$ cat config.mk
export PLATFORM = sky130hd
export DESIGN_NAME = cacheline_adapter
export DESIGN_NICKNAME = d
export VERILOG_FILES = /design/src/rtl/cacheline_adapter.sv
export SDC_FILE = /design/constraint.sdc
export NUM_CORES = 2
export LEC_CHECK = 0
export CAP_MARGIN = 20
export CORE_AREA = 2 2 276 278
export DETAILED_ROUTE_END_ITERATION = 16
export DIE_AREA = 0 0 278 280
export PLACE_DENSITY = 0.85
export SKIP_LAST_GASP = 1
export SYNTH_ARGS = -nofsm -noshare
export SYNTH_HDL_FRONTEND = slang
export SYNTH_SLANG_ARGS = --single-unit
$ cat constraint.sdc
create_clock -name clk -period 23.6 [get_ports clk]
set_input_delay 3.54 -clock clk [delete_from_list [all_inputs] [get_ports clk]]
set_output_delay 3.54 -clock clk [all_outputs]
set_load 0.01 [all_outputs]
$ cat src/rtl/cacheline_adapter.sv
`default_nettype none
// ============================================================================
//  Module      : cacheline_adapter
//  Description : Converts whole-line read/write requests from the cache side
//                into multi-beat bursts on a narrower memory interface, and
//                reassembles returned read beats into a registered line.
//  Revision    : 1.0  initial release
// ============================================================================
module cacheline_adapter #(
    parameter int LINE_W  = 256,
    parameter int BURST_W = 64
) (
    input  logic               clk,
    input  logic               rst,
    // cache / arbiter side
    input  logic               read_i,
    input  logic               write_i,
    input  logic [31:0]        address_i,
    input  logic [LINE_W-1:0]  line_i,
    output logic [LINE_W-1:0]  line_o,
    output logic               resp_o,
    // memory side
    output logic               read_o,
    output logic               write_o,
    output logic [31:0]        address_o,
    output logic [BURST_W-1:0] burst_o,
    input  logic [BURST_W-1:0] burst_i,
    input  logic               resp_i
);

    localparam int c_beats      = LINE_W / BURST_W;
    localparam int c_cnt_w      = $clog2(c_beats);
    localparam int c_line_bytes = LINE_W / 8;
    // Clears the byte-within-line offset so memory always sees aligned lines
    localparam logic [31:0] c_align_mask = ~(32'(c_line_bytes) - 32'd1);

    typedef enum logic [1:0] {
        IDLE     = 2'd0,
        RD_BURST = 2'd1,
        WR_BURST = 2'd2,
        DONE     = 2'd3
    } state_t;

    state_t               r_state;
    state_t               w_next_state;
    logic [c_cnt_w-1:0]   r_cnt;
    logic [31:0]          r_addr;
    logic [LINE_W-1:0]    r_wline;
    logic [LINE_W-1:0]    r_asm;
    logic [LINE_W-1:0]    r_line_o;
    logic [LINE_W-1:0]    w_asm_next;
    logic                 w_last;

    assign w_last = (r_cnt == c_cnt_w'(c_beats - 1));
    assign line_o = r_line_o;

    // State register
    always_ff @(posedge clk or posedge rst) begin
        if (rst) begin
            r_state <= IDLE;
        end else begin
            r_state <= w_next_state;
        end
    end

    // Next-state decode and memory/requester handshake outputs
    always_comb begin
        w_next_state = r_state;
        read_o       = 1'b0;
        write_o      = 1'b0;
        resp_o       = 1'b0;
        address_o    = 32'd0;
        burst_o      = '0;
        case (r_state)
            IDLE: begin
                // read wins a tie; the losing write is simply dropped
                if (read_i) begin
                    w_next_state = RD_BURST;
                end else if (write_i) begin
                    w_next_state = WR_BURST;
                end
            end
            RD_BURST: begin
                read_o    = 1'b1;
                address_o = r_addr & c_align_mask;
                if (resp_i && w_last) begin
                    w_next_state = DONE;
                end
            end
            WR_BURST: begin
                write_o   = 1'b1;
                address_o = r_addr & c_align_mask;
                for (int b = 0; b < c_beats; b++) begin
                    if (r_cnt == c_cnt_w'(b)) begin
                        burst_o = r_wline[b*BURST_W +: BURST_W];
                    end
                end
                if (resp_i && w_last) begin
                    w_next_state = DONE;
                end
            end
            default: begin
                // DONE: single completion pulse, requests not sampled here
                resp_o       = 1'b1;
                w_next_state = IDLE;
            end
        endcase
    end

    // Assembly buffer with the incoming beat dropped into the current slot
    always_comb begin
        w_asm_next = r_asm;
        for (int b = 0; b < c_beats; b++) begin
            if (r_cnt == c_cnt_w'(b)) begin
                w_asm_next[b*BURST_W +: BURST_W] = burst_i;
            end
        end
    end

    // Request latching, beat counting and line assembly
    always_ff @(posedge clk or posedge rst) begin
        if (rst) begin
            r_cnt    <= '0;
            r_addr   <= 32'd0;
            r_wline  <= '0;
            r_asm    <= '0;
            r_line_o <= '0;
        end else begin
            case (r_state)
                IDLE: begin
                    if (read_i || write_i) begin
                        r_addr <= address_i;
                        r_cnt  <= '0;
                        if (!read_i) begin
                            r_wline <= line_i;
                        end
                    end
                end
                RD_BURST: begin
                    if (resp_i) begin
                        r_asm <= w_asm_next;
                        r_cnt <= r_cnt + 1'b1;
                        // line_o only moves once the whole line is in
                        if (w_last) begin
                            r_line_o <= w_asm_next;
                        end
                    end
                end
                WR_BURST: begin
                    if (resp_i) begin
                        r_cnt <= r_cnt + 1'b1;
                    end
                end
                default: begin
                end
            endcase
        end
    end

endmodule
`default_nettype wire

==> impl_results.md <==
- Outcome: finished clean
- Worst VDD drop: 86.3 uV
- FF/Latch Area: 18400 um2
- CTS clock-pin slew for the worst setup and hold paths: 0.06 ns
- Gate Count Post-Synth: approximately 2500
- Post-CTS sizing: 0
- DIE WIDTH: 278 um
- Crit path DAT: between 4 and 5 ns
- Final hold viol count: 0
- Power per cell area: 130 nW/um2
- Kind of critical path: flop to output pin
- Setup violators final: 0
- Slowest cell on crit path: buf_4
- Flop pwr share: 38.5%
- WL final: 99200 um
- Setup_tns: 0 ns
- Required @ worst endpoint: around 20 ns
- Yosys cell types: 32
- Post-CTS Setup Bufs: 0
- Worst slew margin: 26.0%
- Number of synthesized register bits: 735
- H-tree Lvls: 3
- Clock sinks: between 700 and 800
- Top cells by area, synth: dfrtp_1 (57%), mux2_4 (11%), mux2_2 (8.2%)
- Initial antenna violation count: 25
- Routed Antenna Nets: 0
- Die area: 77800 um2
- Final min period: 8.39 ns
- Worst-path cell chain: inv_1, ha_4, buf_4, buf_4, a221oi_1, o31ai_1, clkdlybuf4s50_1
- Yosys synthesis warning count: 0
- Hold Crit Class: flop to flop
- CP Capture Type: output pin
- Via/cell ratio: 5.40
- 1st-iter DRT viols: approximately 1700
- Part of the power in the clock network: about a quarter
- Max incr delay on CP: 0.73 ns
- Synth Flop Type: dfrtp_1
- DR WL/cell: between 20 and 25 um
- Fin crit share: 35.6%
- Cts bufs inserted: 80
- Internal power: approximately 3700 uW
- EDFF count, synth: 0
- Most used cell, CP: buf_4
- Largest net degree at the start of global routing: about 170
- Die Y: 280 um
- Area of the multi-input gates: 12900 um2
- Critical path fanouts, max: 72
- Cell Rows: about 100
- Pins Over Slew Limit: 0
- # DRC: 0
- Layout cells sized above 1: approximately a fifth
- Core area: 75200 um2
- RSZ-0062 raised after global routing: false
- Sw power: approximately 1800 uW
- Fmax: 119 MHz
- Most frequent cells after synthesis: dfrtp_1 (735), nand2_1 (406), mux2_4 (240), mux2_2 (236), o21ai_0 (194)
- DP Wirelength: 64900 um
- Starting Density: 42.9%
- Max_cap viols: 0
- Post-synthesis sequential area ratio: about 57%
- Leakage: about 0.019 uW
- Part of the power in combinational logic: 38.2%
- Vias in the first global route: 23400
- Worst hold slack: around 0.47 ns
- Gr usage total: 24.8%
- Vias: roughly 23000
- Clock Skew: 0.0510 ns
- Congestion Overflow GR: 0
- Fillers: 5844
- Nets: ~3500
- Async SR Flop Fraction: 100%
- Worst Setup Start Kind: flop
- Post-synth top area cell: dfrtp_1
- IO Pins: 712
- Routability Congestion: between 0.8 and 0.9
- PortBufs: 701
- First-pass GRT wire length: 149000 um
- Power after layout: between 5000 and 6000 uW
- Switching share of power: between 30% and 40%
- Root buf cell: clkbuf_16
- Syn Std Cell Area: 32300 um2
- Post-synth top area share: a little under three fifths
- TritonCTS clock tree: yes
- 1st-pass router iterations: 5
- Mean area per synthesized cell: approximately 13 um2
- Least-Margin Pin Slew: approximately 1.1 ns
- Top-count cell post-synth: dfrtp_1
- Max clock buf depth: 3
- Synthesis-to-finish area growth: 32.1%
- Clk_lat worst skew: 0.64 ns
- Post-cts hold buffer count: 0
## layer usage
| layer | global-route usage [%] | wire (um) | up-vias | share of wire [%] |
|---|---|---|---|---|
| met5 | 0 | 51 | - | 0.051 |
| met4 | 13.6 | 5370 | 8 | 5.4 |
| met2 | 39.6 | 46700 | 883 | 47 |
| met1 | 30.3 | 38800 | 11500 | 39 |
| met3 | 7.50 | 8370 | 268 | 8.4 |
| li1 | - | - | 9991 | - |
## state kept, by name, indices dropped and copies added, names as in the netlist
signal,flops
r_state,2
r_cnt,2
r_wline,256
line_o,256
r_asm,192
r_addr,27
## worst paths after layout
path / cells after the start / end / start / slack (ns)
min reg2reg: 2 / line_o[194] / line_o[194] / 0.47
max reg2reg: 6 / line_o[10] / r_state[1] / 19.80
min: 2 / line_o[194] / line_o[194] / 0.47
min in group asynchronous: 2 / line_o[248] / rst / 3.43
max in group asynchronous: 7 / line_o[138] / rst / 16.57
max: 7 / burst_o[40] / r_cnt[0] / 15.21
## cell type report
class / count / share of cell area (%)
inverters: 5 / 0.0528
clock inverters: 32 / 0.998
repair buffers: 732 / 17.2
diodes: 23 / 0.135
well taps: 978 / 2.87
clock buffers: 109 / 5.38
multi-input cells: 1568 / 30.3
flip-flops and latches: 735 / 43.1
## logic make-up after synthesis
logic type	count (synthesis)	synth area share, %
compound gates	328	6.36
fa+ha+maj	8	0.310
buf+inv	188	3.38
flops	735	57.0
mux	669	25.4
other cells	1	0.0116
simple gates	558	7.54
## worst max-delay path, delay by kind of cell (launching register included)
| family | cells | cell delay (ns) |
|---|---|---|
| compound gates | 2 | 0.80 |
| buf+inv | 4 | 2.29 |
| flops | 1 | 0.46 |
| fa+ha+maj | 1 | 0.61 |
## metrics by stage
| step | setup slack [ns] | instances | cell area [um2] | util (%) |
|---|---|---|---|---|
| floorplan | 9.99 | 2491 | 32300 | - |
| global placement | 15.22 | 4016 | 39800 | 52.9 |
| detailed placement | 15.24 | 4016 | 39800 | 52.9 |
| CTS | 15.18 | 4157 | 42500 | 56.6 |
| global route | 15.07 | 4178 | 42600 | 56.7 |
| finish | 15.21 | 4182 | 42600 | 56.7 |
## power by group through the flow
stage / Sequential (uW) / Clock (uW) / Combinational (uW)
after floorplan: 2130 / 0 / 1160
after global placement: 2080 / 0 / 2040
after detailed placement: 2120 / 0 / 2090
after CTS: 2110 / 1320 / 2110
after global routing: 2180 / 1370 / 2240
final: 2120 / 1290 / 2110
## cell usage in the layout, fill, tap and decap left out, drive strengths merged
master | Yosys | layout
o21bai | 1 | 1
nor2b | 66 | 66
diode | 0 | 23
nand3 | 51 | 51
dfrtp | 735 | 735
buf | 116 | 31
nor2 | 1 | 1
a21oi | 2 | 2
mux2 | 476 | 476
a221oi | 64 | 64
nand2 | 407 | 407
nor3b | 1 | 1
and3 | 1 | 1
clkbuf | 67 | 109
and2 | 28 | 28
inv | 5 | 8
or3 | 1 | 1
clkinvlp | 0 | 6
or4 | 1 | 1
clkdlybuf4s50 | 0 | 701
nand2b | 1 | 1
o211ai | 2 | 2
ha | 8 | 8
o31ai | 64 | 64
mux2i | 193 | 193
o21ai | 195 | 195
conb | 1 | 5
clkinv | 0 | 17
bufinv | 0 | 6
Power figures use the tool's default switching activity.
